### src/rtl/mult_div_unit.sv
// mult_div_unit: iterative radix-2 MULT/MULTU/DIV/DIVU unit with HI/LO registers.
// Divide hardware is built only when MDU_DIV_EN is defined.
module mult_div_unit #(
  parameter int WIDTH = 32
) (
  input  logic             clk,
  input  logic             rst,
  input  logic             start,
  input  logic             op_div,
  input  logic             is_signed,
  input  logic [WIDTH-1:0] in_a,
  input  logic [WIDTH-1:0] in_b,
  output logic             busy,
  output logic             done,
  output logic             div_by_zero,
  output logic [WIDTH-1:0] hi,
  output logic [WIDTH-1:0] lo
);
  localparam int CW = $clog2(WIDTH);
  typedef enum logic [1:0] {IDLE, CALC, FIX, DONE} state_t;
  state_t state;
  logic [CW-1:0] cnt;
  logic [2*WIDTH:0] acc, mul_nxt, nxt;
  logic [WIDTH-1:0] opd, ma, mb;
  logic [WIDTH:0] sum;
  logic [2*WIDTH-1:0] prod, res;
  logic ps, sa, sb;
  assign sa = is_signed & in_a[WIDTH-1];
  assign sb = is_signed & in_b[WIDTH-1];
  assign ma = sa ? -in_a : in_a;
  assign mb = sb ? -in_b : in_b;
  // acc holds {carry, partial sum, remaining multiplier bits}
  assign sum = acc[2*WIDTH:WIDTH] + {1'b0, {WIDTH{acc[0]}} & opd};
  assign mul_nxt = {1'b0, sum, acc[WIDTH-1:1]};
  assign prod = ps ? -acc[2*WIDTH-1:0] : acc[2*WIDTH-1:0];
`ifdef MDU_DIV_EN
  logic op, rs;
  logic [WIDTH:0] sh, diff;
  logic [2*WIDTH:0] div_nxt;
  logic [WIDTH-1:0] rem, quo;
  // acc holds {0, partial remainder, dividend bits shifting into quotient}
  assign sh = {acc[2*WIDTH-1:WIDTH], acc[WIDTH-1]};
  assign diff = sh - {1'b0, opd};
  assign div_nxt = {1'b0, diff[WIDTH] ? sh[WIDTH-1:0] : diff[WIDTH-1:0], acc[WIDTH-2:0], ~diff[WIDTH]};
  assign rem = rs ? -acc[2*WIDTH-1:WIDTH] : acc[2*WIDTH-1:WIDTH];
  assign quo = ps ? -acc[WIDTH-1:0] : acc[WIDTH-1:0];
  assign nxt = op ? div_nxt : mul_nxt;
  assign res = div_by_zero ? acc[2*WIDTH-1:0] : op ? {rem, quo} : prod;
`else
  assign nxt = mul_nxt;
  assign res = prod;
`endif
  always_ff @(posedge clk) begin
    if (rst) begin
      state <= IDLE;
      busy <= 1'b0;
      done <= 1'b0;
      div_by_zero <= 1'b0;
      hi <= '0;
      lo <= '0;
    end else begin
      done <= 1'b0;
      case (state)
        CALC: begin
          acc <= nxt;
          cnt <= cnt + 1'b1;
          if (cnt == CW'(WIDTH-1)) state <= FIX;
        end
        FIX: begin
          {hi, lo} <= res;
          done <= 1'b1;
          state <= DONE;
        end
        default: if (start) begin
          busy <= 1'b1;
          div_by_zero <= 1'b0;
          cnt <= '0;
          ps <= sa ^ sb;
          state <= CALC;
          acc <= {{(WIDTH+1){1'b0}}, op_div ? ma : mb};
          opd <= op_div ? mb : ma;
`ifdef MDU_DIV_EN
          op <= op_div;
          rs <= sa;
          if (op_div && in_b == '0) begin
            div_by_zero <= 1'b1;
            acc <= {1'b0, in_a, {WIDTH{1'b1}}};
            state <= FIX;
          end
`else
          if (op_div) begin
            done <= 1'b1;
            state <= DONE;
          end
`endif
        end else begin
          busy <= 1'b0;
          state <= IDLE;
        end
      endcase
    end
  end
endmodule

### config.mk
export PLATFORM = sky130hd
export DESIGN_NAME = mult_div_unit
export DESIGN_NICKNAME = d
export VERILOG_FILES = /design/src/rtl/mult_div_unit.sv
export SDC_FILE = /design/constraint.sdc
export NUM_CORES = 1
export LEC_CHECK = 0
export CAP_MARGIN = 15
export CORE_MARGIN = 8
export CORE_UTILIZATION = 35
export DETAILED_ROUTE_END_ITERATION = 12
export PLACE_DENSITY_LB_ADDON = 0.05
export SKIP_LAST_GASP = 1
export SLEW_MARGIN = 15
export SYNTH_ARGS = -nofsm -noshare
export SYNTH_HDL_FRONTEND = slang
export SYNTH_SLANG_ARGS = --single-unit
### constraint.sdc
create_clock -name clk -period 6 [get_ports clk]
set_input_delay 1.2 -clock clk [delete_from_list [all_inputs] [get_ports clk]]
set_output_delay 1.2 -clock clk [all_outputs]
set_load 0.02 [all_outputs]
==> impl_results.rst <==
.. list-table::
   :header-rows: 1

   * - Metric
     - Value
   * - Outcome
     - finished, final reports clean
   * - Number of max-cap violations
     - 0
   * - Count of warnings emitted by yosys
     - 0
   * - TritonCTS Buffers
     - 17
   * - Final min period
     - 3.93 ns
   * - Number of flip-flops and latches in the synthesized netlist
     - 170
   * - Cell chain of the critical path
     - clkdlybuf4s50_1 -> inv_1 -> ha_1 -> nor4b_1 -> nand3b_1 -> or4_1 -> o31ai_1 -> xor2_1 -> mux2_2 -> o21ai_0
   * - CP max-delay cell
     - sky130_fd_sc_hd__or4_1
   * - Clock share of power
     - 22.3%
   * - R2R cell count
     - 11
   * - Share of cells above drive strength 1
     - 5.36%
   * - Worst slew slack as a fraction of its limit
     - 36.1%
   * - Port Buffer Count
     - 134
   * - Wire length of the first global-routing pass
     - 55500 um
   * - Gate family responsible for the most delay along the worst path
     - simple AND/OR/NAND/NOR gates
   * - Number of top-level design ports
     - 136
   * - Post-synthesis cell count
     - 1291
   * - H-Tree Level Count
     - 4
   * - Global route overflow
     - 0
   * - Number of global-route vias before repair
     - 9223
   * - Pin count of the biggest net entering global routing
     - 88
   * - Effective utilization at floorplan
     - 35.3%
   * - Fin Clk Skew
     - 0.0127 ns
   * - Required time at the worst-slack endpoint
     - 6.17 ns
   * - Placeable core region
     - 32300 um^2
   * - Arrival time at the worst endpoint
     - 4.10 ns
   * - Number of flops mapped to enable cells by yosys
     - 102
   * - Fraction of the cycle the final worst path needs
     - 65.5%
   * - Full die area
     - 38600 um^2
   * - Clock transition at the registers of the reported paths
     - 0.07 ns
   * - Share of total power consumed by net switching
     - 39.1%
   * - Worst vdd rail ir drop
     - 0.235 mV
   * - Summed negative setup slack over all endpoints
     - 0 ns
   * - Antenna-violating nets left
     - 0
   * - Switching power of the nets
     - 1.99 mW
   * - Delay of the slowest cell on the worst path
     - 0.64 ns
   * - Mean instance size in the synthesized netlist
     - 8.82 um^2
   * - Overall routed net length
     - 36300 um
   * - Iteration-0 DRC Markers
     - 823
   * - Kind of end point of the critical path
     - register
   * - GRT Overall Usage
     - 18.5%
   * - First-pass detailed-route iteration total
     - 5
   * - Peak clock frequency supported by timing
     - 254 MHz
   * - Most frequently used flop master after synthesis
     - sky130_fd_sc_hd__edfxtp_1
   * - Hold Crit Class
     - reg2reg
   * - Max FO, Critical Path
     - 7
   * - RSZ-0062 raised after global routing
     - false
   * - Post-synthesis instance area
     - 11400 um^2
   * - Routability congestion estimate
     - 0.872
   * - Number of diodes added for antenna fixing
     - 0
   * - Actual transition at the worst max-transition pin
     - 0.945 ns
   * - Most frequent cells in the layout
     - sky130_fd_sc_hd__nand2_1, sky130_fd_sc_hd__clkdlybuf4s50_1, sky130_fd_sc_hd__nor2_1, sky130_fd_sc_hd__o21ai_0, sky130_fd_sc_hd__edfxtp_1
   * - Clock latency on the worst-skew pair
     - 0.43 ns
   * - Async S/R FF share, synth
     - 0%
   * - Number of nets in the finished design
     - 1495
   * - Standard-cell row count
     - 66
   * - Number of buffers on the longest clock path
     - 2
   * - Most frequent standard cell in the layout excluding fill and tap cells
     - sky130_fd_sc_hd__nand2_1
   * - Fin. Hold Viols
     - 0
   * - Postcts setup bufs
     - 0
   * - Number of cells traversed by the worst hold path
     - 2
   * - Total stage count of the critical path
     - 10
   * - Share of Yosys cell area claimed by the top area cell type
     - 26.9%
   * - Proportion of power drawn by flip-flops and latches
     - 36.9%
   * - Total via count after detailed routing
     - 9678
   * - Area contributors post-synth
     - sky130_fd_sc_hd__edfxtp_1, sky130_fd_sc_hd__dfxtp_1, sky130_fd_sc_hd__xor2_1
   * - Layout-stage area growth over the synthesis result
     - 20.0%
   * - Number of nets in the synthesized netlist
     - 1400
   * - Internal Dissipation
     - 3.11 mW
   * - Final slew viol count
     - 0
   * - DRC
     - 0
   * - Setup Viol. Count Final
     - 0
   * - Root Driver
     - sky130_fd_sc_hd__clkbuf_16
   * - Die Span X
     - 196 um
   * - Leakage power summed over all cells
     - 4.80 nW
   * - Final HPWL from detailed placement
     - 28300 um
   * - Number of filler cells placed in the layout
     - 3198
   * - Critical path startpoint category
     - input port
   * - Synth area leader
     - sky130_fd_sc_hd__edfxtp_1
   * - Post-detailed-route via-to-cell ratio
     - 5.26
   * - CTS tree
     - done
   * - Average detailed-routed wire length per instance
     - 19.7 um
   * - Seq/Total Area, Yosys
     - 38.8%
   * - Netlist cell types
     - 65
   * - Startpoint-to-endpoint class of the critical path
     - in2reg
   * - Ratio of total power to cell area
     - 373 nW/um^2
   * - Overall power
     - 5.11 mW
   * - CTS sink cnt
     - 170
   * - Combinational share of power
     - 40.9%
   * - Antenna violations before repair
     - 1
   * - Count of instances resized after the clock tree is built
     - 0
   * - Y dimension of the die
     - 196 um
   * - Crit path buffers/inverters
     - 2
   * - Post-CTS Hold Buffers
     - 0
[flip-flops by register name, summed over array words and instances (netlist names)]
register / count
acc: 64
hi: 32
lo: 32
opd: 32
cnt: 5
state: 2
busy: 1
done: 1
ps: 1
[kinds of logic (layout without fill, tap and decap cells)]
kind of cell,Yosys count,count (layout),synth area share [%]
adder cells (fa/ha/maj),40,40,4.46
AND/OR/NAND/NOR,478,478,20.7
AO/OA/AOI/OAI,330,330,18.2
buffers and inverters,88,195,3.04
other,1,1,0.0329
flip-flops,170,170,38.8
multiplexers,40,40,3.62
XOR/XNOR,144,144,11.1
[per-layer routing]
layer	wire, um	track usage, %
met3	1820	3.62
met2	15600	28.0
met1	18400	26.7
met5	0	0
met4	429	4.10
[final cells by class]
| cell class | count | area [um^2] | area share, % |
|---|---|---|---|
| Clock buffer | 19 | 433 | 3.17 |
| Tap cell | 442 | 553 | 4.04 |
| Multi-Input combinational cell | 1033 | 6630 | 48.5 |
| Inverter | 19 | 71.3 | 0.522 |
| Clock inverter | 12 | 149 | 1.09 |
| Sequential cell | 170 | 4420 | 32.4 |
| Timing Repair Buffer | 145 | 1410 | 10.3 |
[power by group through the flow]
stage,Sequential (mW),Clock (mW),Combinational [mW]
floorplan,1.98,0,1.21
global placement,1.90,0,2.10
detailed placement,1.90,0,2.11
CTS,1.88,1.16,2.11
global route,1.92,1.21,2.31
finish,1.88,1.14,2.09
[cells in the mapped netlist (3+ instances only)]
master                       n
sky130_fd_sc_hd__o21a_1     10
sky130_fd_sc_hd__nand3b_1    3
sky130_fd_sc_hd__a31oi_1     7
sky130_fd_sc_hd__o211ai_1    3
sky130_fd_sc_hd__a221oi_1    4
sky130_fd_sc_hd__mux2i_1    30
sky130_fd_sc_hd__nand2b_1   15
sky130_fd_sc_hd__dfxtp_1    68
sky130_fd_sc_hd__inv_1      18
sky130_fd_sc_hd__buf_1       7
sky130_fd_sc_hd__or2_2       8
sky130_fd_sc_hd__mux2_2     10
sky130_fd_sc_hd__nand4_1    10
sky130_fd_sc_hd__o31ai_1    29
sky130_fd_sc_hd__nor2b_1     3
sky130_fd_sc_hd__o41ai_1    17
sky130_fd_sc_hd__a21o_1     11
sky130_fd_sc_hd__edfxtp_1  102
sky130_fd_sc_hd__nor2_1    129
sky130_fd_sc_hd__or4_1      10
sky130_fd_sc_hd__o41ai_2     4
sky130_fd_sc_hd__nor3_1     22
sky130_fd_sc_hd__and2_1     43
sky130_fd_sc_hd__o21bai_1    5
sky130_fd_sc_hd__nor4_1     15
sky130_fd_sc_hd__nand3_1    26
sky130_fd_sc_hd__nand2_1   145
sky130_fd_sc_hd__ha_1       39
sky130_fd_sc_hd__and4_1      3
sky130_fd_sc_hd__xnor2_1    54
sky130_fd_sc_hd__xor2_1     90
sky130_fd_sc_hd__a211oi_1   40
sky130_fd_sc_hd__nor4b_1     3
sky130_fd_sc_hd__o21ai_0   118
sky130_fd_sc_hd__or3_1      20
sky130_fd_sc_hd__o21ai_1     3
sky130_fd_sc_hd__clkbuf_1   58
sky130_fd_sc_hd__and3_1     10
sky130_fd_sc_hd__o22ai_1     3
sky130_fd_sc_hd__a21oi_1    66
[final timing paths]
kind                               from  endpoint  slack (ns)
worst max-delay path            in_b[0]   acc[28]        2.07
worst min-delay path              hi[6]     hi[6]        0.45
worst max register to register   acc[0]   acc[49]        2.27
worst min register to register    hi[6]     hi[6]        0.45
[per-stage QoR]
stage	std cells	instance area, um^2	hold WS, ns	util (%)	setup slack, ns
2_1_floorplan	1291	11400	0.492	-	1.88
3_3_place_gp	1809	13100	0.440	40.5	1.71
3_5_place_dp	1809	13100	0.447	40.5	1.65
4_1_cts	1840	13700	0.458	42.4	2.10
5_1_grt	1840	13700	0.476	42.4	1.74
6_report	1840	13700	0.453	42.4	2.07
[tightest hold or removal path, cell delays in order, from the launching register on]
cell and delay (ns):
sky130_fd_sc_hd__dfxtp_1 0.31, sky130_fd_sc_hd__nand2_1 0.05, sky130_fd_sc_hd__o21ai_1 0.05
Note: power is estimated with default switching activity, not from simulation.
